## config.mk

```make
export PLATFORM = sky130hd
export DESIGN_NAME = quiz_display_seq_flat
export DESIGN_NICKNAME = d
export VERILOG_FILES = /design/src/rtl/quiz_pkg.sv /design/src/rtl/quiz_display_seq_if.sv /design/src/rtl/seg7_encode.sv /design/src/rtl/quiz_display_seq.sv /design/src/flat_wrapper.sv
export SDC_FILE = /design/constraint.sdc
export NUM_CORES = 1
export LEC_CHECK = 0
export ABC_AREA = 1
export ABC_CLOCK_PERIOD_IN_PS = 20500
export CAP_MARGIN = 0
export CORE_MARGIN = 3
export CORE_UTILIZATION = 50
export CTS_CLUSTER_SIZE = 8
export DETAILED_ROUTE_END_ITERATION = 7
export PLACE_DENSITY = 0.69
export SETUP_SLACK_MARGIN = 0.05
export SYNTH_ARGS = -nofsm -noshare
export SYNTH_HDL_FRONTEND = slang
export SYNTH_SLANG_ARGS = --single-unit
```

## constraint.sdc

```tcl
create_clock -name clk -period 20.5 [get_ports clk]
set_input_delay 4.1 -clock clk [delete_from_list [all_inputs] [get_ports clk]]
set_output_delay 4.1 -clock clk [all_outputs]
set_load 0.03 [all_outputs]
```

## src/rtl/quiz_pkg.sv

```systemverilog
// Shared types and constants for the quiz display sequencer: state codes,
// seven-segment glyphs (abcdefg, bit6=a .. bit0=g, active-high).
package quiz_pkg;

  typedef logic [2:0] state_t;

  localparam state_t ST_IDLE    = 3'd0;
  localparam state_t ST_SHOW_A  = 3'd1;
  localparam state_t ST_GAP_A   = 3'd2;
  localparam state_t ST_SHOW_B  = 3'd3;
  localparam state_t ST_GAP_B   = 3'd4;
  localparam state_t ST_SHOW_RT = 3'd5;
  localparam state_t ST_GAP_RT  = 3'd6;
  localparam state_t ST_SHOW_RO = 3'd7;

  localparam logic [6:0] SEG_0     = 7'h7E;
  localparam logic [6:0] SEG_1     = 7'h30;
  localparam logic [6:0] SEG_2     = 7'h6D;
  localparam logic [6:0] SEG_3     = 7'h79;
  localparam logic [6:0] SEG_4     = 7'h33;
  localparam logic [6:0] SEG_5     = 7'h5B;
  localparam logic [6:0] SEG_6     = 7'h5F;
  localparam logic [6:0] SEG_7     = 7'h70;
  localparam logic [6:0] SEG_8     = 7'h7F;
  localparam logic [6:0] SEG_9     = 7'h7B;
  localparam logic [6:0] SEG_DASH  = 7'h01;
  localparam logic [6:0] SEG_BLANK = 7'h00;

  // Any digit code above 9 renders as a dash; this one is used on purpose.
  localparam logic [3:0] DIGIT_DASH = 4'hF;

endpackage

```

## src/rtl/quiz_display_seq_if.sv

```systemverilog
// Bus between the question generator (master) and the display sequencer (slave).
//
// Handshake: the master holds load high with opnd_a/opnd_b/result stable; the
// transfer happens on the rising clock edge where load && ready && !clear.
// ready is high only while the sequencer is idle; load while ready=0 is
// dropped, never queued. clear is a synchronous abort with priority over load.
interface quiz_display_seq_if;
  import quiz_pkg::*;

  logic       load;
  logic       clear;
  logic [3:0] opnd_a;
  logic [3:0] opnd_b;
  logic [6:0] result;
  logic       ready;
  logic       busy;
  logic       done;
  logic [6:0] num_led;
  state_t     dbg_state;

  modport master (
    output load, clear, opnd_a, opnd_b, result,
    input  ready, busy, done, num_led, dbg_state
  );

  modport slave (
    input  load, clear, opnd_a, opnd_b, result,
    output ready, busy, done, num_led, dbg_state
  );

endinterface

```

## src/rtl/seg7_encode.sv

```systemverilog
// Combinational 4-bit digit to seven-segment glyph; codes above 9 give a dash.
module seg7_encode
  import quiz_pkg::*;
(
  input  logic [3:0] digit,
  output logic [6:0] seg
);

  // Glyph lookup.
  always_comb begin
    case (digit)
      4'd0:    seg = SEG_0;
      4'd1:    seg = SEG_1;
      4'd2:    seg = SEG_2;
      4'd3:    seg = SEG_3;
      4'd4:    seg = SEG_4;
      4'd5:    seg = SEG_5;
      4'd6:    seg = SEG_6;
      4'd7:    seg = SEG_7;
      4'd8:    seg = SEG_8;
      4'd9:    seg = SEG_9;
      default: seg = SEG_DASH;
    endcase
  end

endmodule

```

## src/rtl/quiz_display_seq.sv

```systemverilog
// Quiz display sequencer: captures one A/B/result set and plays it on a single
// seven-segment digit as A, B, result tens (skipped when zero), result ones,
// each held for HOLD_CYCLES with GAP_CYCLES of blank in between.
module quiz_display_seq
  import quiz_pkg::*;
#(
  parameter int HOLD_CYCLES = 50_000_000,
  parameter int GAP_CYCLES  = 5_000_000,
  parameter int CNT_W       = 26
) (
  input  logic                clk,
  input  logic                reset,
  quiz_display_seq_if.slave   bus
);

  state_t             state;
  state_t             state_nxt;
  logic [CNT_W-1:0]   cnt;
  logic [3:0]         cap_a;
  logic [3:0]         cap_b;
  logic [6:0]         cap_r;
  logic [3:0]         cap_a_nxt;
  logic [3:0]         cap_b_nxt;
  logic [6:0]         cap_r_nxt;
  logic [6:0]         led_q;
  logic [6:0]         led_nxt;
  logic [6:0]         seg;
  logic [6:0]         rem;
  logic [3:0]         tens;
  logic [3:0]         ones;
  logic [3:0]         digit;
  logic               show;
  logic               accept;
  logic               hold_end;
  logic               gap_end;
  logic               r_big;

  assign accept   = (state == ST_IDLE) && bus.load && !bus.clear;
  assign hold_end = (cnt == CNT_W'(HOLD_CYCLES - 1));
  assign gap_end  = (cnt == CNT_W'(GAP_CYCLES - 1));

  // Next value of the capture registers: load on accept, drop on clear.
  always_comb begin
    cap_a_nxt = cap_a;
    cap_b_nxt = cap_b;
    cap_r_nxt = cap_r;
    if (bus.clear) begin
      cap_a_nxt = '0;
      cap_b_nxt = '0;
      cap_r_nxt = '0;
    end else if (accept) begin
      cap_a_nxt = bus.opnd_a;
      cap_b_nxt = bus.opnd_b;
      cap_r_nxt = bus.result;
    end
  end

  // Tens/ones split by repeated compare-subtract; nine steps cover 0..99.
  always_comb begin
    rem  = cap_r_nxt;
    tens = '0;
    for (int i = 0; i < 9; i++) begin
      if (rem >= 7'd10) begin
        rem  = rem - 7'd10;
        tens = tens + 4'd1;
      end
    end
    ones  = rem[3:0];
    r_big = (cap_r_nxt > 7'd99);
  end

  // State register.
  always_ff @(posedge clk or negedge reset) begin
    if (!reset) state <= ST_IDLE;
    else        state <= state_nxt;
  end

  // Next-state logic; clear overrides everything.
  always_comb begin
    state_nxt = state;
    if (bus.clear) begin
      state_nxt = ST_IDLE;
    end else begin
      case (state)
        ST_IDLE:    if (bus.load) state_nxt = ST_SHOW_A;
        ST_SHOW_A:  if (hold_end) state_nxt = ST_GAP_A;
        ST_GAP_A:   if (gap_end)  state_nxt = ST_SHOW_B;
        ST_SHOW_B:  if (hold_end) state_nxt = ST_GAP_B;
        ST_GAP_B:   if (gap_end)  state_nxt = (cap_r >= 7'd10) ? ST_SHOW_RT : ST_SHOW_RO;
        ST_SHOW_RT: if (hold_end) state_nxt = ST_GAP_RT;
        ST_GAP_RT:  if (gap_end)  state_nxt = ST_SHOW_RO;
        ST_SHOW_RO: if (hold_end) state_nxt = ST_IDLE;
        default:                  state_nxt = ST_IDLE;
      endcase
    end
  end

  // Outputs: status from the current state, glyph digit from the next state
  // so the registered display lines up with the state it belongs to.
  always_comb begin
    bus.ready     = (state == ST_IDLE);
    bus.busy      = (state != ST_IDLE);
    bus.done      = (state == ST_SHOW_RO) && hold_end;
    bus.dbg_state = state;
    digit         = DIGIT_DASH;
    show          = 1'b1;
    case (state_nxt)
      ST_SHOW_A:  digit = cap_a_nxt;
      ST_SHOW_B:  digit = cap_b_nxt;
      ST_SHOW_RT: digit = r_big ? DIGIT_DASH : tens;
      ST_SHOW_RO: digit = r_big ? DIGIT_DASH : ones;
      default:    show  = 1'b0;
    endcase
  end

  seg7_encode u_enc (
    .digit (digit),
    .seg   (seg)
  );

  assign led_nxt     = show ? seg : SEG_BLANK;
  assign bus.num_led = led_q;

  // Dwell counter, capture registers and display register.
  always_ff @(posedge clk or negedge reset) begin
    if (!reset) begin
      cnt   <= '0;
      cap_a <= '0;
      cap_b <= '0;
      cap_r <= '0;
      led_q <= SEG_BLANK;
    end else begin
      cap_a <= cap_a_nxt;
      cap_b <= cap_b_nxt;
      cap_r <= cap_r_nxt;
      led_q <= led_nxt;
      if ((state_nxt != state) || (state_nxt == ST_IDLE)) cnt <= '0;
      else                                                cnt <= cnt + CNT_W'(1);
    end
  end

endmodule

```

## src/flat_wrapper.sv

```systemverilog
// flat-port wrapper written by rule: the top's interface ports become plain ports
module quiz_display_seq_flat import quiz_pkg::*;
#(
  parameter int HOLD_CYCLES = 50_000_000,
  parameter int GAP_CYCLES  = 5_000_000,
  parameter int CNT_W       = 26
)
  (clk, reset, bus_load, bus_clear, bus_opnd_a, bus_opnd_b, bus_result, bus_ready, bus_busy, bus_done, bus_num_led, bus_dbg_state);
  quiz_display_seq_if bus_i ();
  input  logic clk;
  input  logic reset;
  input wire logic [$bits(bus_i.load)-1:0] bus_load;
  input wire logic [$bits(bus_i.clear)-1:0] bus_clear;
  input wire logic [$bits(bus_i.opnd_a)-1:0] bus_opnd_a;
  input wire logic [$bits(bus_i.opnd_b)-1:0] bus_opnd_b;
  input wire logic [$bits(bus_i.result)-1:0] bus_result;
  output wire logic [$bits(bus_i.ready)-1:0] bus_ready;
  output wire logic [$bits(bus_i.busy)-1:0] bus_busy;
  output wire logic [$bits(bus_i.done)-1:0] bus_done;
  output wire logic [$bits(bus_i.num_led)-1:0] bus_num_led;
  output wire logic [$bits(bus_i.dbg_state)-1:0] bus_dbg_state;
  assign bus_i.load = bus_load;
  assign bus_i.clear = bus_clear;
  assign bus_i.opnd_a = bus_opnd_a;
  assign bus_i.opnd_b = bus_opnd_b;
  assign bus_i.result = bus_result;
  assign bus_ready = bus_i.ready;
  assign bus_busy = bus_i.busy;
  assign bus_done = bus_i.done;
  assign bus_num_led = bus_i.num_led;
  assign bus_dbg_state = bus_i.dbg_state;
  quiz_display_seq #(.HOLD_CYCLES(HOLD_CYCLES), .GAP_CYCLES(GAP_CYCLES), .CNT_W(CNT_W)) u_core (.clk(clk), .reset(reset), .bus(bus_i));
endmodule
```

* After elaboration in Yosys (flattened, before gate mapping)
Memory sizes are Yosys's and may differ from the RTL's.
Index checks and enable logic that the tools add are counted.
** Word-level totals
- Latch bits :: 0
- Memory bits (read-only) :: 112
- Flip-flop bits (word level) :: 51
- Input bits :: 19
- RAM bits :: 0
- Memories :: 1
- Logic and storage cells :: 100
- Output and inout port bits :: 13
** Memories
- (name not given) :: words 16, bits a word 7, read ports 1, clocked after memory_dff 0, write ports 0, RTL line seg7_encode.sv:11 : case (digit)
** Cells by class
- Order comparisons :: 11
- Multipliers :: 0
- $add $sub $neg :: 18
- Shift operators :: 0
- Bitwise gates (word level) :: 0
- Equality and inequality tests :: 14
- Reduce and logical (&&, ||, !) cells :: 9
- Multiplexer cells :: 41
- Divide/modulo/power cells :: 0
** Operators with widths (number)
- 2-to-1 mux 7 bit :: 11
- greater-or-equal comparator 7 x 4 -> 1 bit, second input constant :: 10
- 2-to-1 mux 4 bit :: 15
- subtractor 7 x 4 -> 7 bit, second input constant :: 8
- adder 4 x 1 -> 4 bit, second input constant :: 7
- 2-to-1 mux 3 bit :: 9
- adder 26 x 1 -> 26 bit, second input constant :: 1
- == test 26 x 23 -> 1 bit, second input constant :: 1
- == test 26 bit, second input constant :: 1
- 2-to-1 mux 26 bit :: 1
- case mux 3 bit (8 select lines) :: 1
- == test 3 bit, second input constant :: 6
- case mux 4 bit (4 select lines) :: 1
- == test 3 x 2 -> 1 bit, second input constant :: 3
- > comparator 7 bit, second input constant :: 1
- == test 3 x 1 -> 1 bit, second input constant :: 2
- logical NOT 3 bit :: 2
- OR reduction 4 bit :: 1
- subtractor 4 bit, second input constant :: 1
- logical AND 1 bit :: 3
- != test 3 bit :: 1
- nonzero test 3 bit :: 1
- adder 1 x 1 -> 2 bit, second input constant :: 1
- 2-to-1 mux 1 bit :: 2
- 3 further kinds :: 3

* Depth between registers and ports, before layout
An unclocked memory read counts as a cell.
- Depth in word-level cells :: 27
- Gate-level depth with buffers :: 72
- Depth with buffers taken out :: 70

* Hierarchy
From an unflattened synthesis, not the netlist that was laid out.
** Unflattened totals
- Cells, all modules :: 777
- Area, all modules :: 5084.9 sq um
** Modules (own cells, without submodules)
- quiz_display_seq :: cells each 741, area each 4892.2 sq um, times used 1, sequential area each 1276.2 sq um
- seg7_encode :: cells each 36, area each 192.7 sq um, times used 1, sequential area each 0.0 sq um

* Worst setup path before layout
No wires, ideal clock.
- Kind :: input to register
- Start :: in bus_load
- End :: reg u_core.led_q[3], in the netlist u_core.bus.num_led[3]
- Required time :: 20.387 ns
- Path buffers :: 3
- Cell stages on the path :: 67
- Data arrival time :: 10.733 ns
- Setup time :: 0.113 ns
- Slack :: 9.654 ns
- Cell sequence :: nand3_2 buf_6 buf_8 o21ai_2 or2_1 ha_1 inv_1 nand4_1 nand2_1 inv_2 nand3_4 nand2_1 nand2_4 nand2_4 nand2_4 nand3_4 nand2_2 nand3_2 [... 31 more ...] nand2_1 nand2_2 inv_1 ha_1 or2_0 buf_6 nand4_1 nand3_1 nand2_1 nand2_1 nor2_4 inv_1 ha_1 inv_1 nand2_1 nand3_1 nand2_1 inv_1
** Between the ends
- Word-level cells in the longest chain between the ends :: 26
- Elaborated cells on any way between the ends :: 67
- Classes of those cells :: add/sub (17); order compare (10); eq/ne (4); mux (32); reduce/logical (3); memory (1)
** Ends and longest elaborated chain
- start: declaration :: RTL line flat_wrapper.sv:12 : input wire logic [$bits(bus_i.load)-1:0] bus_load;
- logical AND 1 bit (2 in series) :: RTL line quiz_display_seq.sv:38 : assign accept = (state == ST_IDLE) && bus.load && !bus.clear;
- 2-to-1 mux 7 bit :: RTL line quiz_display_seq.sv:51 : end else if (accept) begin
- 2-to-1 mux 7 bit :: RTL line quiz_display_seq.sv:47 : if (bus.clear) begin
- subtractor 7 x 4 -> 7 bit or greater-or-equal comparator 7 x 4 -> 1 bit (tied branches) :: RTL line quiz_display_seq.sv:64, quiz_display_seq.sv:63
- 2-to-1 mux 7 bit or 2-to-1 mux 1 bit (tied branches) :: RTL line quiz_display_seq.sv:63 : if (rem >= 7'd10) begin
- subtractor 7 x 4 -> 7 bit, or another cell as far along :: RTL line quiz_display_seq.sv:64 : rem = rem - 7'd10;
- 2-to-1 mux 7 bit or 2-to-1 mux 4 bit (tied branches) :: RTL line quiz_display_seq.sv:63
- subtractor 7 x 4 -> 7 bit, or another cell as far along :: RTL line quiz_display_seq.sv:64
- [... 10 more ...]
- 2-to-1 mux 7 bit or 2-to-1 mux 4 bit (tied branches) :: RTL line quiz_display_seq.sv:63
- greater-or-equal comparator 7 x 4 -> 1 bit, or another cell as far along :: RTL line quiz_display_seq.sv:63
- 2-to-1 mux 4 bit :: RTL line quiz_display_seq.sv:63
- 2-to-1 mux 4 bit (on tied branches) :: RTL line quiz_display_seq.sv:111, quiz_display_seq.sv:110
- case mux 4 bit (4 select lines) :: RTL line quiz_display_seq.sv:107 : case (state_nxt)
- memory read (16 x 7 bit)
- 2-to-1 mux 7 bit (*) :: RTL line quiz_display_seq.sv:121 : assign led_nxt = show ? seg : SEG_BLANK;
- named net u_core.led_nxt[3] :: RTL line quiz_display_seq.sv:26 : logic [6:0] led_nxt;
- end signal: assignment :: RTL line quiz_display_seq.sv:136 : led_q <= led_nxt;
- end: declaration :: RTL line quiz_display_seq.sv:25 : logic [6:0] led_q;
The timed path passes the listed nets; every way through them passes the cells marked *.

* Worst setup path after layout
Ends and elaborated chain as after synthesis.

==> run_results.csv <==
group,metric,value,unit
worst_setup_path,worst_path_most_repeated_cell,"nand2_1",
drt,drt-initial-drc-count,275,
finish,syn2layout_area_growth,10.1,%
drt,remaining_drc_errors,0,
timing,clock_skew,0.0145,ns
timing,rsz0062_at_grt,"no",
flow_run,maxCapViolCount,0,
timing,hold_viol,0,
worst_setup_path,crit_slowest_cell,"clkdlybuf4s50_1",
synthesis,synth_seq_cells,51,
worst_setup_path,crit_path_start_kind,"input pin",
clocking,clk_path_buf_depth,2,
worst_setup_path,rr_startpoint,"u_core.bus.dbg_state[2]",
finish,seqCellArea,1280,um2
finish,diodes,0,
finish,nNetsFinal,833,
worst_setup_path,crit_fanout,20,
synthesis,syn_area_per_cell,6.77,um2
floorplan,rows,36,
synthesis,netlist-cell-type-count,48,
global_route,grt_max_degree,52,
global_route,first_global_vias,4548,
timing,slew_violations,0,
clocking,postCtsSetupBuffers,0,
worst_setup_path,critPathMaxStageDelay,0.52,ns
drt,num_vias,4732,
finish,mostFrequentLayoutCells,"nand2_1 (195), inv_1 (111), nor2_1 (65), dfrtp_1 (51), nand3_1 (46)",
clocking,cts.reportedPaths.clkPinSlew,0.09,ns
drt,wirelength,10.9,mm
place,gp_congestion,0.844,
global_route,gr-total-overflow,0,
floorplan,num_io_pins,32,
global_route,grt_pass1_wl,19.8,mm
clocking,cts.htree.levels,2,
worst_setup_path,cp_num_cells,66,
run_status,outcome,"completed",
clocking,cts.sinks,51,
clocking,clk_latency,0.30,ns
synthesis,synthTopCellsByArea,"dfrtp_1 (25%), nand2_1 (14%), inv_1 (8.1%), nor2_1 (4.7%), ha_1 (4.6%)",
worst_setup_path,crit_end,"u_core.bus.num_led[3]",
clocking,cts_resized,0,
global_route,track_usage,20.1,%
drt,via_per_inst,5.09,
timing,slew_headroom,52.7,%
worst_setup_path,cp_top_family,"simple AND/OR/NAND/NOR gates",
synthesis,syn_nets,801,
worst_setup_path,worstPathRequired,20.70,ns
synthesis,ys_warn_count,0,
floorplan,core-area,9910,um2
clocking,cts_hold_buf,0,
worst_setup_path,timing.rr.end,"u_core.bus.num_led[3]",
drt,wl_per_cell,11.7,um
synthesis,synth_area,5170,um2
floorplan,fp.dieH,108,um
timing,fin_tns_setup,0,ns
worst_setup_path,path_class,"in -> reg",
timing,achievable-frequency,81.5,MHz
synthesis,syn_inst,763,
place,place_hpwl,8.88,mm
clocking,root_buffer,"clkbuf_8",
floorplan,die_x,108,um
worst_setup_path,crit_start,"bus_load",
finish,multiInputGateArea,3320,um2
timing,period_minus_slack,12.26,ns
global_route,antenna_found_initial,0,
timing,worst_pin_slew,0.710,ns
drt,drtAntennaViolNets,0,
clocking,numCtsBuffers,5,
synthesis,synth_top_area_share,24.7,%
finish,fillers,951,
synthesis,yosysSeqAreaShare,24.7,%
floorplan,dieArea,11600,um2
synthesis,yosys.area.top_type,"dfrtp_1",
floorplan,initial_core_util,52.1,%
finish,layout-drive-gt1-share,16.8,%
worst_setup_path,path_buf_inv,10,
min_path,hold_class,"reg -> reg",
worst_setup_path,rrSetupSlack,11.91,ns
worst_setup_path,worstSetupEndpointType,"flip-flop",
worst_setup_path,r2r_cells,66,
finish,final_common_cell,"nand2_1",
worst_setup_path,cp_data_arrival_time,12.46,ns
timing,setup_viol,0,
place,port_buffers,31,
clocking,cts_tree,"yes",
timing,finalCritPeriodShare,59.8,%
drt,firstDrtPassIters,4,
through the flow:
stage	area (um2)	cells	setup slack (ns)	util, %	hold slack, ns
finish	5690	929	8.24	57.4	0.472
global route	5690	929	7.13	57.4	0.510
CTS	5690	929	8.24	57.4	0.482
detailed placement	5600	921	7.96	56.5	0.469
global placement	5600	921	8.33	56.5	0.453
floorplan	5170	763	9.65	-	0.433
final cells by class:
cell class                 count  area share, %
sequential                    51           22.4
tap                          133           2.92
multi-input combinational    570           58.3
inverter                     134           9.06
clock buffer                   7           1.52
clock inverter                 1          0.154
timing repair buffer          33           5.63
worst reg2reg max path: cells and delay by family, from the launching register on:
| kind | cells | cell delay, ns |
|---|---|---|
| buf+inv | 10 | 0.74 |
| simple gates | 47 | 5.62 |
| compound gates | 4 | 0.76 |
| flops | 1 | 0.41 |
| fa+ha+maj | 5 | 0.96 |
cell usage after synthesis (all sizes together):
| library cell | n |
|---|---|
| a211oi | 2 |
| a21boi | 2 |
| a21oi | 27 |
| a221oi | 2 |
| a31oi | 3 |
| a41oi | 1 |
| and3 | 1 |
| buf | 4 |
| clkbuf | 4 |
| clkinv | 2 |
| dfrtp | 51 |
| ha | 19 |
| inv | 132 |
| nand2 | 249 |
| nand3 | 69 |
| nand3b | 3 |
| nand4 | 31 |
| nor2 | 75 |
| nor3 | 18 |
| nor3b | 6 |
| nor4 | 5 |
| o2111ai | 1 |
| o211ai | 1 |
| o21ai | 28 |
| o21bai | 3 |
| or2 | 7 |
| xnor2 | 4 |
| xor2 | 13 |
layer usage:
layer  share of wire, %  global-route usage (%)
met1                 48                    26.5
met5                  0                       0
met4                1.2                    4.96
met2                 48                    35.2
met3                3.2                    2.22
sequential cells by signal (all words and copies together), names as in the netlist:
name	flops
u_core.bus.num_led	7
u_core.bus.dbg_state	3
u_core.cap_a	4
u_core.cap_b	4
u_core.cnt	26
u_core.cap_r	7
cells by family (layout without fill, tap and decap cells):
family	after synthesis	in the layout	synth area share, %
buf+inv	142	175	11.1
simple gates	464	464	48.0
xor+xnor	17	17	2.88
flops	51	51	24.7
compound gates	70	70	8.69
fa+ha+maj	19	19	4.60
worst min path at each step:
stage               slack (ns)             to  cells past startpoint          start
CTS                       0.48  u_core.cnt[0]                      1  u_core.cnt[0]
finish                    0.47  u_core.cnt[0]                      1  u_core.cnt[0]
floorplan                 0.43  u_core.cnt[0]                      1  u_core.cnt[0]
global route              0.51  u_core.cnt[0]                      1  u_core.cnt[0]
global placement          0.45  u_core.cnt[0]                      1  u_core.cnt[0]
detailed placement        0.47  u_core.cnt[0]                      1  u_core.cnt[0]
Power is left out: the tool's default activity adds up to more than one toggle a clock period on the data nets, which glitch-free logic cannot reach.
